--- config.mk ---
export PLATFORM = sky130hd
export DESIGN_NAME = fm0_decoder
export DESIGN_NICKNAME = d
export VERILOG_FILES = /design/src/rtl/fm0_decoder.sv
export SDC_FILE = /design/constraint.sdc
export NUM_CORES = 1
export LEC_CHECK = 0
export ABC_AREA = 1
export CORE_MARGIN = 5
export CORE_UTILIZATION = 58
export DETAILED_ROUTE_END_ITERATION = 16
export GPL_TIMING_DRIVEN = 1
export MAX_ROUTING_LAYER = met4
export PLACE_DENSITY = 0.82
export SLEW_MARGIN = 10
export SYNTH_ARGS = -nofsm -noshare
export SYNTH_HDL_FRONTEND = slang
export SYNTH_SLANG_ARGS = --single-unit
--- constraint.sdc ---
create_clock -name clk -period 4.1 [get_ports clk]
set_clock_uncertainty 0.2 [all_clocks]
set_input_delay 0.82 -clock clk [delete_from_list [all_inputs] [get_ports clk]]
set_output_delay 0.82 -clock clk [all_outputs]
set_load 0.01 [all_outputs]
--- src/rtl/fm0_decoder.sv ---
// FM0 backscatter decoder: measures run lengths between line transitions on a strobed
// sample stream and turns one full run into a 1 and two half runs into a 0.
module fm0_decoder #(
   parameter int HALF_MIN = 3,
   parameter int HALF_MAX = 6,
   parameter int FULL_MIN = 7,
   parameter int FULL_MAX = 12,
   parameter int CNT_W    = 5
) (
   input  logic       clk,
   input  logic       rst,
   input  logic       en,
   input  logic       in_dat,
   input  logic       in_vld,
   output logic       out_bit,
   output logic       out_vld,
   output logic       err,
   output logic       done,
   output logic       busy,
   output logic [1:0] dbg_state_o
);

   typedef enum logic [1:0] {
      IDLE = 2'd0,
      SYNC = 2'd1,
      RUN  = 2'd2
   } state_t;

   state_t           state_q;
   logic [CNT_W-1:0] cnt_q;
   logic             prev_q;
   logic             pending_q;
   logic             out_bit_q;
   logic             out_vld_q;
   logic             err_q;
   logic             done_q;
   logic             busy_q;

   logic [CNT_W-1:0] cnt_inc;
   logic             is_half;
   logic             is_full;
   logic             timeout;

   // cnt_q is the length of the run that the current transition sample closes.
   assign cnt_inc = cnt_q + CNT_W'(1);
   assign is_half = (cnt_q >= CNT_W'(HALF_MIN)) && (cnt_q <= CNT_W'(HALF_MAX));
   assign is_full = (cnt_q >= CNT_W'(FULL_MIN)) && (cnt_q <= CNT_W'(FULL_MAX));
   assign timeout = cnt_inc > CNT_W'(FULL_MAX);

   always_ff @(posedge clk or posedge rst) begin
      if (rst) begin
         state_q   <= IDLE;
         cnt_q     <= '0;
         prev_q    <= 1'b0;
         pending_q <= 1'b0;
         out_bit_q <= 1'b0;
         out_vld_q <= 1'b0;
         err_q     <= 1'b0;
         done_q    <= 1'b0;
         busy_q    <= 1'b0;
      end else begin
         out_vld_q <= 1'b0;
         err_q     <= 1'b0;
         done_q    <= 1'b0;
         if (!en) begin
            state_q   <= IDLE;
            busy_q    <= 1'b0;
            pending_q <= 1'b0;
         end else if (in_vld) begin
            case (state_q)
               IDLE: begin
                  state_q   <= SYNC;
                  busy_q    <= 1'b1;
                  prev_q    <= in_dat;
                  pending_q <= 1'b0;
                  cnt_q     <= '0;
               end
               SYNC: begin
                  if (in_dat != prev_q) begin
                     prev_q  <= in_dat;
                     cnt_q   <= CNT_W'(1);
                     state_q <= RUN;
                  end
               end
               RUN: begin
                  if (in_dat == prev_q) begin
                     cnt_q <= cnt_inc;
                     if (timeout) begin
                        // A line that stops toggling ends the frame; mid-symbol it is a fault.
                        err_q     <= pending_q;
                        done_q    <= !pending_q;
                        pending_q <= 1'b0;
                        cnt_q     <= '0;
                        state_q   <= SYNC;
                     end
                  end else begin
                     prev_q <= in_dat;
                     cnt_q  <= CNT_W'(1);
                     if (is_half) begin
                        if (pending_q) begin
                           out_bit_q <= 1'b0;
                           out_vld_q <= 1'b1;
                        end
                        pending_q <= !pending_q;
                     end else if (is_full && !pending_q) begin
                        out_bit_q <= 1'b1;
                        out_vld_q <= 1'b1;
                     end else begin
                        err_q     <= 1'b1;
                        pending_q <= 1'b0;
                        cnt_q     <= '0;
                        state_q   <= SYNC;
                     end
                  end
               end
               default: begin
                  state_q <= IDLE;
                  busy_q  <= 1'b0;
               end
            endcase
         end
      end
   end

   assign out_bit     = out_bit_q;
   assign out_vld     = out_vld_q;
   assign err         = err_q;
   assign done        = done_q;
   assign busy        = busy_q;
   assign dbg_state_o = state_q;

endmodule

==> qor.csv, run 1 <==
metric,value,unit
status,"finished, final reports clean",
cp_num_buf_inv,1,
cts_buffers,3,
clock_path_buffers,2,
mostFrequentLayoutCell,nand2_1,
fp.coreArea,1689,um^2
cts_resized,0,
ys_warn_count,0,
vias,923,
cp.required,3.08,ns
cts_hold_buf,0,
critPathLaunchType,register,
period_needed,2.351,ns
syn_area,1012,um^2
num_rows,15,
numPortBuffers,11,
grt_pass1_vias,792,
io-pin-count,12,
die-area,2681,um^2
route.met2.wl,907,um
layout.cells.most_common_list,"nand2_1 (40), inv_1 (26), nor2_1 (16)",
routed.top_layer,met4,
critPathTopFamily,buffers and inverters,
fin_crit_sh,0.5733,
powerDensity,312.0,nW/um^2
antenna_found_initial,0,
nNetsFinal,174,
critPathMaxFanout,7,
start_util,0.5993,
drt_drc_violations_left,0,
die_w,51.78,um
insertion_delay,0.27,ns
ys_types,17,
synthMuxAreaShare,0,
routed_via_density,5.244,
routedWlPerCell,11.07,um
slew_violations,0,
synth_area_per_cell,6.933,um^2
tritoncts,built,
drive_gt1_frac,0.08176,
maxCapViolations,0,
routabilityCongestion,0.9084,
setup_violations,0,
first_iter_violations,23,
critPathSlowestCell,clkdlybuf4s50_1,
dr.pass1.iters,4,
die_h,51.78,um
hpwl,1582,um
slowest_delay,0.59,ns
grt_util_all_layers,0.1687,
synth_fa_ha_area_frac,0.09889,
grt_first_pass_wirelength,3298,um
synth-xor-area-share,0.01607,
rsz0062_at_grt,no,
leakage,0.6290,nW
min_path_type,reg -> reg,
synth_top_family_by_area,simple AND/OR/NAND/NOR gates,
crit_type,reg -> out,
fmax,425.4,MHz
syn-instance-count,146,
crit_arrival,1.33,ns
postCtsSetupBuffers,0,
yosys.area_share.simple,0.3622,
ys_seq_area_frac,0.3461,
grt_max_degree,15,
cts_htree_levels,1,
synth-compound-area-share,0.07169,
wl_met3,75,um
tns,0,ns
ys_seq_elements,14,
syn_nets,159,
syn_to_final_growth,14.71,%
hold_violations,0,
clockRootBuffer,clkbuf_4,
wl,1949,um
wl_met1,952,um
tightest_slew,0.5258,ns
ant_nets,0,
clock-sinks,14,
path_cells,clkdlybuf4s50_1,
antennaDiodeCount,0,
overflow,0,
slew_headroom,0.6491,
total_power,0.3622,mW
path_clk_slew,0.08,ns
max-vdd-ir-drop,0.2541,mV
crit_path_end_kind,output port,
-- worst paths after layout --
check | startpoint | depth (start not counted) | slack (ns) | end
max | dbg_state_o[0]$_DFFE_PP0P_ | 1 | 1.75 | dbg_state_o[0]
max reg2reg | cnt_q[0]$_DFFE_PP0P_ | 10 | 2.25 | dbg_state_o[0]$_DFFE_PP0P_
min in group asynchronous | rst | 2 | 0.68 | cnt_q[4]$_DFFE_PP0P_
min | out_bit$_DFFE_PP0P_ | 2 | 0.30 | out_bit$_DFFE_PP0P_
max in group asynchronous | rst | 2 | 2.67 | dbg_state_o[1]$_DFFE_PP0P_
min reg2reg | out_bit$_DFFE_PP0P_ | 2 | 0.30 | out_bit$_DFFE_PP0P_
-- per-stage QoR --
step	hold WS, ns	instance area (um^2)	worst slack [ns]	util	instances
2_1_floorplan	0.2655	1012	2.237	-	146
3_3_place_gp	0.2697	1139	1.623	0.6741	173
3_5_place_dp	0.2855	1139	1.547	0.6741	173
4_1_cts	0.3053	1161	1.738	0.6874	176
5_1_grt	0.3231	1161	1.654	0.6874	176
6_report	0.2997	1161	1.749	0.6874	176
-- logic make-up (layout without fill, tap and decap cells) --
group                      after synthesis  count (layout)
AOI/OAI and AO/OA                       13              13
buffers and inverters                   28              41
adders and majority gates                8               8
xor gates and xnor gates                 1               1
and+or+nand+nor                         82              82
DFF                                     14              14
-- synthesized netlist by cell type, drive strengths merged --
cell | n | share of area
a21oi | 1 | 0.0049
clkbuf | 1 | 0.0049
dfrtp | 14 | 0.35
ha | 8 | 0.099
inv | 27 | 0.10
nand2 | 40 | 0.15
nand3 | 17 | 0.094
nand4 | 4 | 0.025
nor2 | 21 | 0.095
o21ai | 11 | 0.054
o22ai | 1 | 0.012
xnor2 | 1 | 0.016
-- registers in the layout, summed over array words and instances, names as in the netlist --
register,count
busy,1
cnt_q,5
dbg_state_o,2
done,1
err,1
out_bit,1
out_vld,1
pending_q,1
prev_q,1
-- cell type report --
type	instances	area (um^2)
tap	17	21.27
clock buffer	3	22.52
fill	141	528.0
timing repair buffer	11	110.1
inverter	27	101.3
sequential	14	350.3
multi-input combinational	104	555.5
-- per-layer routing --
layer  GRT usage  vias up
met3     0.03438        2
met5           -        -
met2      0.2627       17
met1      0.2140      420
met4     0.06987        0
li1            -      484
-- where the power goes --
part | switching, mW | internal, mW
Sequential | 0.0191 | 0.151
Combinational | 0.0670 | 0.0491
Clock | 0.0417 | 0.0340
Total | 0.128 | 0.234
No activity file was read; power rests on OpenSTA's default activity.
==> run 2: changes to the inputs <==
CORE_UTILIZATION = 49   (was 58)
PLACE_DENSITY = 0.74   (was 0.82)
clock period = 2.1 ns   (was 4.1 ns; I/O delays follow)
==> run 2 against run 1 <==
Against the previous run:
- global-route usage is 1.9 points lower
- clock power grew to 2.7 times the previous value
- sequential share of layout area shrank 0.85 points
- die area up 15%
- first-iteration DRC count is 17% lower
- design area is 2.9% higher
- non-clock buffer count is 1 higher
- combinational power up 100%
- largest cell class unchanged
- largest power group unchanged
==> qor.csv, run 2 (synthesis results as in run 1) <==
metric,value,unit
postCtsSetupBuffers,0,
cts_hold_buf,0,
mostFrequentLayoutCell,nand2_1,
critPathSlowestCell,clkdlybuf4s50_1,
worst-path-stages,1,
cts_htree_levels,1,
drt_drc_violations_left,0,
min_path_type,in -> async,
vias,936,
grt_util_all_layers,0.1502,
rsz0062_at_grt,no,
largest_reg_flops,5,
fmax,514.5,MHz
nNetsFinal,175,
power.internal,0.5000,mW
status,"finished, final reports clean",
tritoncts,built,
die_h,55.45,um
slew_headroom,0.6331,
slew_violations,0,
maxCapViolations,0,
numPortBuffers,11,
dr.pass1.iters,4,
die_w,55.45,um
cp_num_buf_inv,1,
setup_violations,0,
insertion_delay,0.28,ns
cts_buffers,3,
crit_arrival,1.32,ns
routed_via_density,4.979,
wl,2067,um
hpwl,1637,um
crit_type,reg -> out,
tightest_slew,0.5498,ns
r2r_cells,10,
seqCellArea,350.3,um^2
die-area,3075,um^2
path_clk_slew,0.10,ns
fp.coreArea,1962,um^2
pwr-share-comb,0.304,
grt_first_pass_wirelength,3677,um
post-route-util,0.6091,
syn_to_final_growth,18.05,%
antennaDiodeCount,0,
leakage,0.6410,nW
sw_frac_of_total,0.3464,
routedWlPerCell,10.99,um
cts_resized,0,
layout.cells.most_common_list,"nand2_1 (40), inv_1 (26), nor2_1 (16)",
hold_violations,0,
antenna_found_initial,0,
drive_gt1_frac,0.09317,
clock-sinks,14,
crit_path_end_kind,output port,
grt_max_degree,15,
overflow,0,
p_seq_frac,0.433,
period_needed,1.944,ns
powerDensity,640.1,nW/um^2
num_rows,16,
routabilityCongestion,0.8940,
clock_power_share,0.263,
multi_input_comb_area,555.5,um^2
critPathTopFamily,buffers and inverters,
clock_path_buffers,2,
nFillCells,201,
switchingPower,0.2650,mW
fin_crit_sh,0.9256,
ant_nets,0,
top_register,cnt_q,
clockRootBuffer,clkbuf_4,
start_util,0.5159,
max-vdd-ir-drop,0.3773,mV
tns,0,ns
grt_pass1_vias,908,
first_iter_violations,19,
path_cells,clkdlybuf4s50_1,
critPathMaxFanout,7,
critPathLaunchType,register,
io-pin-count,12,
cp.required,1.48,ns
slowest_delay,0.58,ns
==> run 2: cell types whose count changed in the layout (fill, tap and decap cells not counted), sizes merged <==
cell / delta
buf: +1
clkbuf: +1
==> run 2: path summary, 6_finish.rpt <==
path | end | from | slack, ns
setup / recovery | dbg_state_o[0] | dbg_state_o[0]$_DFFE_PP0P_ | 0.16
hold / removal | cnt_q[4]$_DFFE_PP0P_ | rst | 0.28
setup reg to reg | cnt_q[0]$_DFFE_PP0P_ | cnt_q[0]$_DFFE_PP0P_ | 0.26
hold reg to reg | out_bit$_DFFE_PP0P_ | out_bit$_DFFE_PP0P_ | 0.31
max in group asynchronous | busy$_DFFE_PP0P_ | rst | 1.05
min in group clk | out_bit$_DFFE_PP0P_ | out_bit$_DFFE_PP0P_ | 0.31
==> run 2: per-layer routing <==
layer / track usage / routed length, um / vias to the layer above
li1: - / - / 484
met1: 0.1784 / 967 / 429
met2: 0.2449 / 968 / 17
met3: 0.03497 / 88 / 6
met4: 0.05903 / 42 / 0
met5: - / 0 / -
==> run 2: layout make-up <==
cell class / count / area share
multi-input combinational: 104 / 0.4649
sequential: 14 / 0.2932
clock buffer: 4 / 0.03037
timing repair buffer: 12 / 0.09843
inverter: 27 / 0.08482
tap: 27 / 0.02827
==> run 2: per-stage QoR <==
step	cell area, um^2	power, mW	hold WS [ns]	setup slack (ns)	cells
global route	1195	0.8219	0.3346	0.08190	188
detailed placement	1159	0.5688	0.2954	0.009194	184
global placement	1159	0.5625	0.2697	0.06768	184
floorplan	1012	0.4830	0.1092	0.4392	146
CTS	1195	0.7751	0.2939	0.1311	188
finish	1195	0.7649	0.2815	0.1563	188
==> run 2: power by group through the flow <==
| stage | logic [mW] | registers [mW] | clock network, mW |
|---|---|---|---|
| floorplan | 0.146 | 0.337 | 0 |
| global placement | 0.227 | 0.335 | 0 |
| detailed placement | 0.233 | 0.336 | 0 |
| CTS | 0.235 | 0.331 | 0.209 |
| global route | 0.265 | 0.336 | 0.221 |
| finish | 0.232 | 0.331 | 0.201 |
